### src/rtl/ppu_pkg.sv
// Shared PPU types: frame controller state encoding and IRQ stretcher counter width.
package ppu_pkg;

    typedef enum logic [1:0] {FC_SYNC, FC_HOLD, FC_DISP, FC_LATE} frame_state_t;

    localparam int IRQ_CNT_W = 4;

endpackage

### src/rtl/irq_stretch.sv
// Restartable pulse stretcher: a fire holds pulse high for exactly LEN cycles,
// and a fire arriving mid-pulse restarts the full length.
module irq_stretch
    import ppu_pkg::*;
#(
    parameter int LEN = 4
) (
    input  logic clk,
    input  logic rst,
    input  logic fire,
    output logic pulse
);

    logic [IRQ_CNT_W-1:0] remain;

    // remain counts the cycles still owed after the current one.
    always_ff @(posedge clk) begin
        if (rst) begin
            remain <= '0;
            pulse  <= 1'b0;
        end else if (fire) begin
            remain <= IRQ_CNT_W'(LEN - 1);
            pulse  <= 1'b1;
        end else if (remain != '0) begin
            remain <= remain - IRQ_CNT_W'(1);
            pulse  <= 1'b1;
        end else begin
            pulse  <= 1'b0;
        end
    end

endmodule

### src/rtl/vram_frame_ctrl.sv
// Frame-level controller for the double-buffered VRAM: sequences the sync copy,
// gates row-RAM swaps, issues CPU write-permit IRQs and tracks late frames.
module vram_frame_ctrl
    import ppu_pkg::*;
#(
    parameter int NUM_CH     = 2,
    parameter int IRQ_LEN    = 4,
    parameter int MAX_LATE   = 3,
    parameter int FORCE_SYNC = 1,
    parameter int FRAME_W    = 16,
    parameter int LATE_W     = 8
) (
    input  logic               clk,
    input  logic               rst,
    input  logic               vblank_start,
    input  logic               vblank_end_soon,
    input  logic               rowram_swap,
    input  logic [NUM_CH-1:0]  wr_busy,
    input  logic [NUM_CH-1:0]  irq_en,
    input  logic               sync_done,
    input  logic               err_clr,
    output logic               sync_start,
    output logic               sync_active,
    output logic               rowram_swap_disp,
    output logic [NUM_CH-1:0]  wr_irq,
    output logic [FRAME_W-1:0] frame_cnt,
    output logic [LATE_W-1:0]  late_cnt,
    output logic               sync_err,
    output logic               late_timeout
);

    frame_state_t state, state_next;

    logic       in_vblank;
    logic       missed_end;
    logic       fresh;
    logic [7:0] late_run;
    logic [8:0] late_run_inc;
    logic       any_busy;
    logic       end_evt;
    logic       fire;
    logic       set_err;
    logic       set_to;
    logic       bump_late;
    logic       clr_run;

    assign any_busy     = |wr_busy;
    assign end_evt      = vblank_end_soon & ~vblank_start;
    assign late_run_inc = {1'b0, late_run} + 9'd1;

    // missed_end remembers that the display area began while the copy was still
    // running, so the eventual sync_done skips HOLD and releases the CPU at once.
    always_comb begin
        state_next = state;
        fire       = 1'b0;
        set_err    = 1'b0;
        set_to     = 1'b0;
        bump_late  = 1'b0;
        clr_run    = 1'b0;
        case (state)
            FC_SYNC: begin
                if (sync_done) begin
                    if (missed_end || end_evt) begin
                        state_next = FC_DISP;
                        fire       = 1'b1;
                    end else begin
                        state_next = FC_HOLD;
                    end
                end else if (end_evt) begin
                    set_err = 1'b1;
                end
            end
            FC_HOLD: begin
                if (end_evt) begin
                    state_next = FC_DISP;
                    fire       = 1'b1;
                end
            end
            FC_DISP: begin
                if (vblank_start) begin
                    clr_run = 1'b1;
                    if (any_busy) begin
                        state_next = FC_LATE;
                        bump_late  = 1'b1;
                    end else begin
                        state_next = FC_SYNC;
                    end
                end
            end
            FC_LATE: begin
                if (vblank_start) begin
                    if (!any_busy) begin
                        state_next = FC_SYNC;
                    end else begin
                        bump_late = 1'b1;
                        if (FORCE_SYNC != 0 && late_run_inc >= 9'(MAX_LATE)) begin
                            state_next = FC_SYNC;
                            set_to     = 1'b1;
                        end
                    end
                end
            end
            default: state_next = FC_SYNC;
        endcase
    end

    always_ff @(posedge clk) begin
        if (rst) begin
            state      <= FC_SYNC;
            fresh      <= 1'b1;
            sync_start <= 1'b0;
            missed_end <= 1'b0;
        end else begin
            state      <= state_next;
            fresh      <= 1'b0;
            sync_start <= fresh | (state != FC_SYNC && state_next == FC_SYNC);
            if (state_next != FC_SYNC)
                missed_end <= 1'b0;
            else if (set_err)
                missed_end <= 1'b1;
        end
    end

    always_ff @(posedge clk) begin
        if (rst) begin
            in_vblank    <= 1'b1;
            frame_cnt    <= '0;
            late_cnt     <= '0;
            late_run     <= '0;
            sync_err     <= 1'b0;
            late_timeout <= 1'b0;
        end else begin
            if (vblank_start)
                in_vblank <= 1'b1;
            else if (vblank_end_soon)
                in_vblank <= 1'b0;

            if (vblank_start)
                frame_cnt <= frame_cnt + FRAME_W'(1);

            if (bump_late && late_cnt != '1)
                late_cnt <= late_cnt + LATE_W'(1);

            if (bump_late)
                late_run <= clr_run ? 8'd1 : (late_run == 8'hFF ? late_run : late_run + 8'd1);
            else if (clr_run)
                late_run <= 8'd0;

            // A set in the same cycle as err_clr must survive.
            sync_err     <= set_err | (sync_err & ~err_clr);
            late_timeout <= set_to | (late_timeout & ~err_clr);
        end
    end

    assign sync_active      = (state == FC_SYNC) || (state == FC_HOLD);
    assign rowram_swap_disp = rowram_swap & ~in_vblank & ((state == FC_DISP) || (state == FC_LATE));

    for (genvar i = 0; i < NUM_CH; i++) begin : g_irq
        irq_stretch #(.LEN(IRQ_LEN)) u_irq (
            .clk   (clk),
            .rst   (rst),
            .fire  (fire & irq_en[i]),
            .pulse (wr_irq[i])
        );
    end

endmodule

### config.mk
export PLATFORM = sky130hd
export DESIGN_NAME = vram_frame_ctrl
export DESIGN_NICKNAME = d
export VERILOG_FILES = /design/src/rtl/ppu_pkg.sv /design/src/rtl/irq_stretch.sv /design/src/rtl/vram_frame_ctrl.sv
export SDC_FILE = /design/constraint.sdc
export NUM_CORES = 1
export LEC_CHECK = 0
export ABC_AREA = 0
export CAP_MARGIN = 20
export CORE_MARGIN = 5
export CORE_UTILIZATION = 47
export CTS_CLUSTER_SIZE = 30
export DETAILED_ROUTE_END_ITERATION = 7
export PLACE_DENSITY = 0.72
export SLEW_MARGIN = 40
export SYNTH_ARGS = -nofsm -noshare
export SYNTH_HDL_FRONTEND = slang
export SYNTH_SLANG_ARGS = --single-unit
### constraint.sdc
create_clock -name clk -period 1.75 [get_ports clk]
set_input_delay 0.4375 -clock clk [delete_from_list [all_inputs] [get_ports clk]]
set_output_delay 0.4375 -clock clk [all_outputs]
set_load 0.02 [all_outputs]
==> results.toml, run 1 <==
[detailed_routing]
antenna_left = 0
drt_pre_antenna_iters = 4
viasPerCell = 5.029
drc_errors = 0
vias = 2107
wl_per_cell_um = 12.50
finalWirelength_um = 5236
drt_iter0_markers = 124

[floorplan]
num_io_pins = 42
core-area_um2 = 5042
die_h_um = 81.55
start_util_pct = 47.72
fp-row-count = 26
dieArea_um2 = 6650
die_w_um = 81.55

[yosys]
synth_nets = 296
synthArstFlopShare_pct = 0
synth_area_um2 = 2406
postSynthCellCount = 277
synth_top_family_by_area = "simple AND/OR/NAND/NOR gates"
yosys_warnings = 0
synth-edff-count = 0
synthAdderAreaFrac_pct = 4.160
synth-compound-area-share_pct = 15.08
synth_cell_types = 47
synth_mux_area_share_pct = 2.184
ys.flop_type = "dfxtp_1"
synthXorXnorAreaFrac_pct = 9.464
synth_seq_cells = 50
yosys.area_share.simple_pct = 22.15
avgSynthCellArea_um2 = 8.686
synth_seq_area_share_pct = 41.60

[placed_design]
placed_cell_area_um2 = 3120
dp_slack_ns = -0.4147
port_buffers = 41
dpl.hpwl_um = 3873
gp_congestion = 0.9301

[setup_path]
crit_required_ns = 1.94
critical_path.max_fanout = 6
critPathMaxStageDelay_ns = 0.38
crit_family = "simple AND/OR/NAND/NOR gates"
cp_slowest_cell = "or3_4"
critPathBufInv = 1
crit_path_cell_trace = "ha_4, nor4_2, a21oi_1, or3_4, a2111oi_4, buf_4, o32ai_1"
critPathLaunchType = "flop"
crit_arrival_ns = 1.92
cp-end-kind = "flop"
crit_type = "reg2reg"

[sta]
worst_slew_pin_slew_ns = 0.5662
setup_viol = 0
period_minus_slack_ns = 1.735
whs_ns = 0.4673
drv_slew = 0
clock_skew_ns = 0.01075
min_period_over_period_pct = 99.12
rsz0062_at_grt = "true"
setup_tns_ns = 0
fmax_mhz = 576.5
final-hold-violation-count = 0
worst_slack_ns = 0.01546
max-slew-margin-rel_pct = 61.78

[layout]
final_cell_mix = "dfxtp_1 (47), buf_4 (38), nor2_1 (37), nand2_1 (23), dlygate4sd2_1 (22)"
area_delta_synth_final_pct = 36.45
drive_above_1_share_pct = 18.91
num_antenna_cells = 0
final_common_cell = "dfxtp_1"
fin_nets = 367
finalInstanceArea_um2 = 3283

[pwr]
p_leak_uw = 0.001453
worst_ir_drop_vdd_mv = 0.4734
finalPower_uw = 2878
powerDensity_nw_per_um2 = 876.5

[clocking]
cts.path.max_buffers = 2
clock-sinks = 50
clkLatencyLatePin_ns = 0.31
postCtsHoldBufs = 0
numCtsBuffers = 5
clk_pin_slew_ns = 0.10
h-tree-depth = 2
root_buffer = "clkbuf_8"
cts_tree = "yes"

[min_path]
worstHoldPathType = "reg2reg"

[global_route]
grt_max_degree = 30
grt_first_pass_wirelength_um = 8832
antenna_found_initial = 0
grt_usage_pct = 17.04
gr-total-overflow = 0
grt_pass1_vias = 1994

[flow_run]
maxCapViolations = 0

[run_status]
status = "finished, final reports clean"
## cell type report
cell class                 instances  area (um2)
tap                               70       87.58
fill                             443        1759
inverter                          15       56.30
clock inverter                     2       37.54
clock buffer                       6       72.57
multi-input combinational        197        1340
timing repair buffer              79       681.9
sequential                        50        1007
## final timing paths
kind | from | end | slack [ns] | cells past startpoint
setup / recovery | late_run[1] | late_timeout | 0.02 | 7
setup reg to reg | late_run[1] | late_timeout | 0.02 | 7
hold reg to reg | fresh | sync_start | 0.47 | 2
hold / removal | fresh | sync_start | 0.47 | 2
## layer usage
layer	vias up	global-route usage, %	part of all wire (%)
li1	1100	-	-
met1	962	21.44	47
met2	39	28.09	47
met3	6	4.276	3.9
met4	0	6.250	1.5
met5	-	0	0
## flip-flops by register name (all words and copies together), names as in the netlist, 2 cells and up
register / count
frame_cnt: 16
g_irq.u_irq.pulse: 2
g_irq.u_irq.remain: 8
late_cnt: 8
late_run: 8
state: 2
## cells in the mapped netlist, drive strengths merged (2+ instances only)
cell type  instances  share of area [%]
ha                 8                4.2
a311oi             2               0.73
clkbuf            10                1.6
a21oi             19                4.0
o2bb2ai            2               0.73
nor4               5                1.9
nor2              37                5.8
nand2             23                3.6
nand4              5                2.2
a41oi              3                1.1
a211oi             3               0.94
nor3b              2               0.62
and3               4                1.0
o211ai             3               0.94
inv               15                2.3
o21ai             11                2.3
mux2i              3                1.2
nor3               9                1.9
xnor2             17                6.2
xor2               9                3.3
dfxtp             50                 42
mux2               2               0.94
nand3              5                1.0
buf                5                1.5
nand2b             3               0.78
or3                9                2.4
## worst min-delay path: stages, from the launching register on
cell	delay [ns]
dfxtp_1	0.31
inv_1	0.06
a31oi_1	0.06
## stage by stage
step | std cells | utilization, %
detailed placement | 410 | 61.89
global route | 419 | 65.11
finish | 419 | 65.11
global placement | 410 | 61.89
CTS | 418 | 64.27
floorplan | 277 | -
## cell families (layout without fill, tap and decap cells)
| kind of cell | count (synthesis) | in the layout |
|---|---|---|
| and+or+nand+nor | 105 | 105 |
| AOI/OAI and AO/OA | 53 | 53 |
| DFF | 50 | 50 |
| buffers and inverters | 30 | 102 |
| xor gates and xnor gates | 26 | 26 |
| adders and majority gates | 8 | 8 |
| muxes | 5 | 5 |
## where the power goes
part	internal [uW]	switching [uW]	total (uW)	leakage [uW]
registers	1240	64.2	1310	0.000409
clock network	427	385	812	0.0000514
logic	403	355	758	0.000993
## what timing repair did
| action | CTS | global route |
|---|---|---|
| pin swaps | 1 | 2 |
| resized for setup | 32 | 10 |
| buffers inserted | 0 | 1 |
| gates cloned | 0 | 0 |
| setup endpoints to repair | 32 | 14 |
(Power assumes the default switching activity.)
==> run 2, diff against run 1 <==
ABC_CLOCK_PERIOD_IN_PS = 1750   (was default)
==> results of run 2 <==
The final DEF is identical to that of run 1; final timing and power are the same.
